==> src/rtl/axis_to_mt9v.sv <==
// AXI4-Stream (8-bit video) to MT9V-style parallel timing: data plus fm/ln.
// Line and frame timing come from parameters; the stream is pulled only on active ln slots.
module axis_to_mt9v #(
    parameter int H_ACTIVE = 752,
    parameter int V_ACTIVE = 480,
    parameter int H_BLANK  = 94,
    parameter int P1       = 71,
    parameter int P2       = 19,
    parameter int V_BLANK  = 45000,
    parameter int CNT_W    = 16
) (
    input  logic       pclk,
    input  logic       rst_n,
    input  logic [7:0] s_axis_video_tdata,
    input  logic       s_axis_video_tvalid,
    output logic       s_axis_video_tready,
    input  logic       s_axis_video_tuser,
    input  logic       s_axis_video_tlast,
    output logic [7:0] data,
    output logic       fm,
    output logic       ln,
    output logic       busy,
    output logic       err_underflow,
    output logic       err_eol,
    output logic       err_sof
);

    // state | meaning
    // IDLE  | discard non-SOF beats, wait for tvalid&tuser
    // LEAD  | fm high, ln low, P1 cycles before the first line
    // LINE  | one pixel slot per cycle, H_ACTIVE slots
    // HBLK  | ln low between lines, H_BLANK cycles
    // TRAIL | fm high after the last line, P2 cycles
    // VBLK  | fm low, V_BLANK cycles before the next SOF may be accepted
    typedef enum logic [2:0] {IDLE, LEAD, LINE, HBLK, TRAIL, VBLK} state_t;

    // A zero-length parameter still occupies one cycle.
    function automatic logic [CNT_W-1:0] term(input int n);
        return (n <= 1) ? '0 : CNT_W'(n - 1);
    endfunction

    localparam logic [CNT_W-1:0] LEAD_TC  = term(P1);
    localparam logic [CNT_W-1:0] PIX_TC   = term(H_ACTIVE);
    localparam logic [CNT_W-1:0] LINE_TC  = term(V_ACTIVE);
    localparam logic [CNT_W-1:0] HBLK_TC  = term(H_BLANK);
    localparam logic [CNT_W-1:0] TRAIL_TC = term(P2);
    localparam logic [CNT_W-1:0] VBLK_TC  = term(V_BLANK);

    state_t           state;
    logic [CNT_W-1:0] cnt;
    logic [CNT_W-1:0] linecnt;

    always_comb begin
        s_axis_video_tready = (state == LINE) ||
                              (state == IDLE && s_axis_video_tvalid && !s_axis_video_tuser);
    end

    always_ff @(posedge pclk or negedge rst_n) begin
        if (!rst_n) begin
            state         <= IDLE;
            cnt           <= '0;
            linecnt       <= '0;
            data          <= '0;
            fm            <= 1'b0;
            ln            <= 1'b0;
            busy          <= 1'b0;
            err_underflow <= 1'b0;
            err_eol       <= 1'b0;
            err_sof       <= 1'b0;
        end else begin
            fm            <= (state == LEAD) || (state == LINE) ||
                             (state == HBLK) || (state == TRAIL);
            ln            <= (state == LINE);
            busy          <= (state != IDLE);
            data          <= '0;
            err_underflow <= 1'b0;
            err_eol       <= 1'b0;
            err_sof       <= 1'b0;

            case (state)
                IDLE: begin
                    if (s_axis_video_tvalid && s_axis_video_tuser) begin
                        state <= LEAD;
                        cnt   <= '0;
                    end
                end
                LEAD: begin
                    if (cnt == LEAD_TC) begin
                        state   <= LINE;
                        cnt     <= '0;
                        linecnt <= '0;
                    end else begin
                        cnt <= cnt + CNT_W'(1);
                    end
                end
                LINE: begin
                    // A missing beat still spends its slot so output timing never stalls.
                    if (s_axis_video_tvalid) begin
                        data    <= s_axis_video_tdata;
                        err_sof <= s_axis_video_tuser && !(cnt == '0 && linecnt == '0);
                        err_eol <= s_axis_video_tlast != (cnt == PIX_TC);
                    end else begin
                        err_underflow <= 1'b1;
                    end
                    if (cnt == PIX_TC) begin
                        cnt   <= '0;
                        state <= (linecnt == LINE_TC) ? TRAIL : HBLK;
                    end else begin
                        cnt <= cnt + CNT_W'(1);
                    end
                end
                HBLK: begin
                    if (cnt == HBLK_TC) begin
                        state   <= LINE;
                        cnt     <= '0;
                        linecnt <= linecnt + CNT_W'(1);
                    end else begin
                        cnt <= cnt + CNT_W'(1);
                    end
                end
                TRAIL: begin
                    if (cnt == TRAIL_TC) begin
                        state <= VBLK;
                        cnt   <= '0;
                    end else begin
                        cnt <= cnt + CNT_W'(1);
                    end
                end
                VBLK: begin
                    if (cnt == VBLK_TC) begin
                        state <= IDLE;
                        cnt   <= '0;
                    end else begin
                        cnt <= cnt + CNT_W'(1);
                    end
                end
                default: begin
                    state <= IDLE;
                    cnt   <= '0;
                end
            endcase
        end
    end

endmodule

==> config.mk <==
export PLATFORM = sky130hd
export DESIGN_NAME = axis_to_mt9v
export DESIGN_NICKNAME = d
export VERILOG_FILES = /design/src/rtl/axis_to_mt9v.sv
export SDC_FILE = /design/constraint.sdc
export NUM_CORES = 1
export LEC_CHECK = 0
export BUFFER_PORTS_ARGS = -buffer_cell sky130_fd_sc_hd__buf_2
export CAP_MARGIN = 20
export CORE_AREA = 2 2 85 62
export DETAILED_ROUTE_END_ITERATION = 7
export DIE_AREA = 0 0 87 64
export GPL_TIMING_DRIVEN = 1
export PLACE_DENSITY = 0.82
export REMOVE_ABC_BUFFERS = 1
export SLEW_MARGIN = 10
export SYNTH_ARGS = -nofsm -noshare
export SYNTH_HDL_FRONTEND = slang
export SYNTH_SLANG_ARGS = --single-unit
==> constraint.sdc <==
create_clock -name pclk -period 2.73 [get_ports pclk]
set_input_delay 0.273 -clock pclk [delete_from_list [all_inputs] [get_ports pclk]]
set_output_delay 0.273 -clock pclk [all_outputs]
set_load 0.1 [all_outputs]
==> impl_metrics.tcl <==
set metrics [dict create \
    power-per-cell-area_mw_per_mm2 639 \
    post_cts_resized 0 \
    global_route.usage.total_pct 22.1 \
    maxSlewHeadroom_pct 56.1 \
    min_delay_path_depth 2 \
    clock_power_share_pct 27.4 \
    number_of_antenna_diodes 0 \
    timing_max_transition_violations_final 0 \
    reg2reg_setup_slack_ns 0.28 \
    syn_inst 279 \
    cts_hold_buffers 0 \
    num-fill-cells 372 \
    switching_power_of_the_nets_mw 0.697 \
    clk_latency_ns 0.31 \
    fraction_of_the_core_area_covered_by_cells_at_the_end_of_the_flow_pct 64.5 \
    post-place-ws_ns 0.288 \
    ir_drop_v 0.000323 \
    grt.met1_usage_pct 35.7 \
    start_util_pct 58.0 \
    dr.first_iter.drc_count 144 \
    grt_use_met2_pct 29.1 \
    rsz0062_at_grt "false" \
    grt_busiest_layer "met1" \
    globalRouteOverflowTotal 0 \
    cap_viol_max_count 0 \
    power_report.internal_total_mw 1.24 \
    sequentialPowerShare_pct 41.9 \
    nNetsFinal 327 \
    footprint_of_the_multi_input_gates_mm2 0.00135 \
    port-buffer-count 27 \
    cts_sinks 49 \
    cts_inserted_buffers 5 \
    status "finished clean" \
    p_sw_share_pct 35.9 \
    min_to "data[6]$_DFF_PN0_" \
    final.setup_skew_ns 0.00864 \
    postLayoutSetupSlackWorst_ns 0.278 \
    timing.setup.critical_path_class "register to register" \
    power.combinational.fraction_pct 30.6 \
    max_freq_mhz 408 \
    num_rows 21 \
    pin_count 28 \
    tritoncts "built" \
    most-common-layout-cells "dfrtp_1 (49), buf_2 (27), nor2_1 (23)" \
    r2r_end "cnt[14]$_DFFE_PN0N_" \
    vias_in_the_first_global_route 2004 \
    antenna_violations_before_repair 0 \
    netlist-cell-type-count 53 \
    maximum_number_of_pins_on_one_net_before_global_route_repair 50 \
    post_route_cells_drive_above_1_share_pct 19.1 \
    wl_per_cell_um 15.5 \
    postSynthRegisterBits 49 \
    clockRootBuffer "clkbuf_8" \
    worst_pin_slew_ns 0.657 \
    synth-seq-area-share_pct 44.9 \
    ys_warn_count 0 \
    crit_path_max_fanout 14 \
    holdCritPathClass "primary input to register" \
    grt_first_pass_wirelength_um 9740 \
    die-height_um 64 \
    dominant_register_cell_in_the_synthesized_netlist "dfrtp_1" \
    dieArea_mm2 0.00557 \
    timing.critical_path.arrival_ns 2.66 \
    cts.path.max_buffers 2 \
    timing.final.crit_share_pct 89.8 \
    rr_startpoint "cnt[8]$_DFFE_PN0N_" \
    crit_path_start_kind "register" \
    synth_enable_flop_cells 0 \
    htreeDepth 2 \
    drtPass1Iterations 5 \
    critPathCaptureType "register" \
    viasPerCell 5.97 \
    ant_nets 0 \
    timing.final.hold_violations 0 \
    syn-cell-area_mm2 0.00273 \
    async_reset_ff_share_pct 100 \
    post-route-drc-count 0 \
    postCtsSetupRepairBufs 0 \
    setup_viol_count_final 0 \
    finalCriticalPeriod_ns 2.45 \
    route.final.wire_length_um 5680 \
    final_common_cell "dfrtp_1" \
    area_delta_synth_final_pct 11.2 \
    floorplan.die.width_um 87 \
    design.core.area_mm2 0.00470 \
    static-leakage-power_nw 1.51 \
    avg_inst_size_synth_um2 9.79 \
    area.sequential_mm2 0.00123 \
    cells_on_worst_reg2reg_path 6 \
    clkTransAtPathRegs_ns 0.10 \
    vias_post_dr 2186 \
    routabilityCongestion 0.932 \
    holdCritStartpoint "s_axis_video_tdata[6]" \
    data_required_time_of_the_worst_path_ns 2.94 \
    place.detailed.hpwl_um 3980 \
    groute.layer.met3.usage_pct 4.78 \
]
-- synthesized netlist by cell type (3+ instances only) --
| master | n | area share [%] |
|---|---|---|
| xor2_1 | 13 | 4.2 |
| o211ai_1 | 3 | 0.82 |
| a21o_1 | 6 | 1.6 |
| o21ai_0 | 10 | 1.8 |
| or3_1 | 8 | 1.8 |
| a22o_1 | 4 | 1.3 |
| and2_1 | 3 | 0.69 |
| buf_6 | 5 | 2.1 |
| and3_1 | 17 | 3.9 |
| nor4_1 | 5 | 1.1 |
| o21ai_1 | 3 | 0.55 |
| a21oi_1 | 14 | 2.6 |
| ha_1 | 6 | 2.7 |
| clkbuf_1 | 3 | 0.41 |
| nand2_1 | 18 | 2.5 |
| nor3_1 | 13 | 2.4 |
| and4_1 | 4 | 1.3 |
| inv_1 | 11 | 1.5 |
| dfrtp_1 | 49 | 45 |
| nand4_1 | 9 | 2.1 |
| or4_1 | 3 | 0.82 |
| nor2_1 | 23 | 3.2 |
| nand3_1 | 11 | 2.0 |
-- layout make-up --
class,instances,share of cell area [%]
Clock inverter,3,1.44
Multi-Input combinational cell,205,44.6
Sequential cell,49,40.4
Tap cell,57,2.35
Timing Repair Buffer,36,7.58
Clock buffer,5,2.27
Inverter,11,1.36
-- flip-flops by register name (all words and copies together) (netlist names) --
signal	cells
fm	1
err_sof	1
busy	1
err_underflow	1
err_eol	1
cnt	16
linecnt	16
ln	1
state	3
data	8
-- worst max-delay path by stage --
stage	cells past startpoint	endpoint	slack [ns]	from
finish	6	cnt[14]$_DFFE_PN0N_	0.28	cnt[8]$_DFFE_PN0N_
global route	7	linecnt[8]$_DFFE_PN0P_	0.13	cnt[8]$_DFFE_PN0N_
CTS	7	linecnt[8]$_DFFE_PN0P_	0.25	cnt[8]$_DFFE_PN0N_
detailed placement	6	cnt[14]$_DFFE_PN0N_	0.29	cnt[8]$_DFFE_PN0N_
global placement	6	cnt[14]$_DFFE_PN0N_	0.35	cnt[5]$_DFFE_PN0N_
floorplan	8	linecnt[8]$_DFFE_PN0P_	-0.1	cnt[0]$_DFFE_PN0N_
-- critical path, cell delays in order, from the launching register on --
cell	delay (ns)
dfrtp_1	0.47
or4_4	0.59
nor4_4	0.32
a2bb2oi_4	0.20
o211ai_2	0.31
a21o_2	0.29
a21o_1	0.16
-- per-stage QoR --
| stage | TNS (ns) | instances | instance area (um^2) | hold slack [ns] | power (mW) |
|---|---|---|---|---|---|
| finish | 0 | 366 | 3040 | 0.193 | 1.94 |
| global route | 0 | 366 | 3040 | 0.196 | 2.02 |
| CTS | 0 | 364 | 3010 | 0.192 | 1.93 |
| detailed placement | 0 | 356 | 2890 | 0.519 | 1.41 |
| global placement | 0 | 356 | 2890 | 0.514 | 1.39 |
| floorplan | -0.295 | 265 | 2620 | -0.0226 | 1.23 |
-- kinds of logic (layout without fill, tap and decap cells) --
logic type      after synthesis  after routing  synth area share (%)
buf+inv                      25             55                  5.50
simple gates                133            133                  28.6
compound gates               51             51                  13.3
mux                           1              1                 0.412
xor+xnor                     14             14                  4.49
fa+ha+maj                     6              6                  2.75
flops                        49             49                  44.9
-- routing by layer --
layer  part of all wire, %  wire (um)
met1                    52       2970
met2                    39       2240
met3                   7.4        419
met4                  0.90         51
met5                     0          0
-- power by group through the flow --
stage / Sequential (mW) / Combinational, mW / Clock, mW
final: 0.814 / 0.594 / 0.532
after global routing: 0.823 / 0.635 / 0.566
after CTS: 0.812 / 0.584 / 0.534
after detailed placement: 0.827 / 0.580 / 0
after global placement: 0.823 / 0.569 / 0
after floorplan: 0.932 / 0.298 / 0
Note: power is estimated with default switching activity, not from simulation.
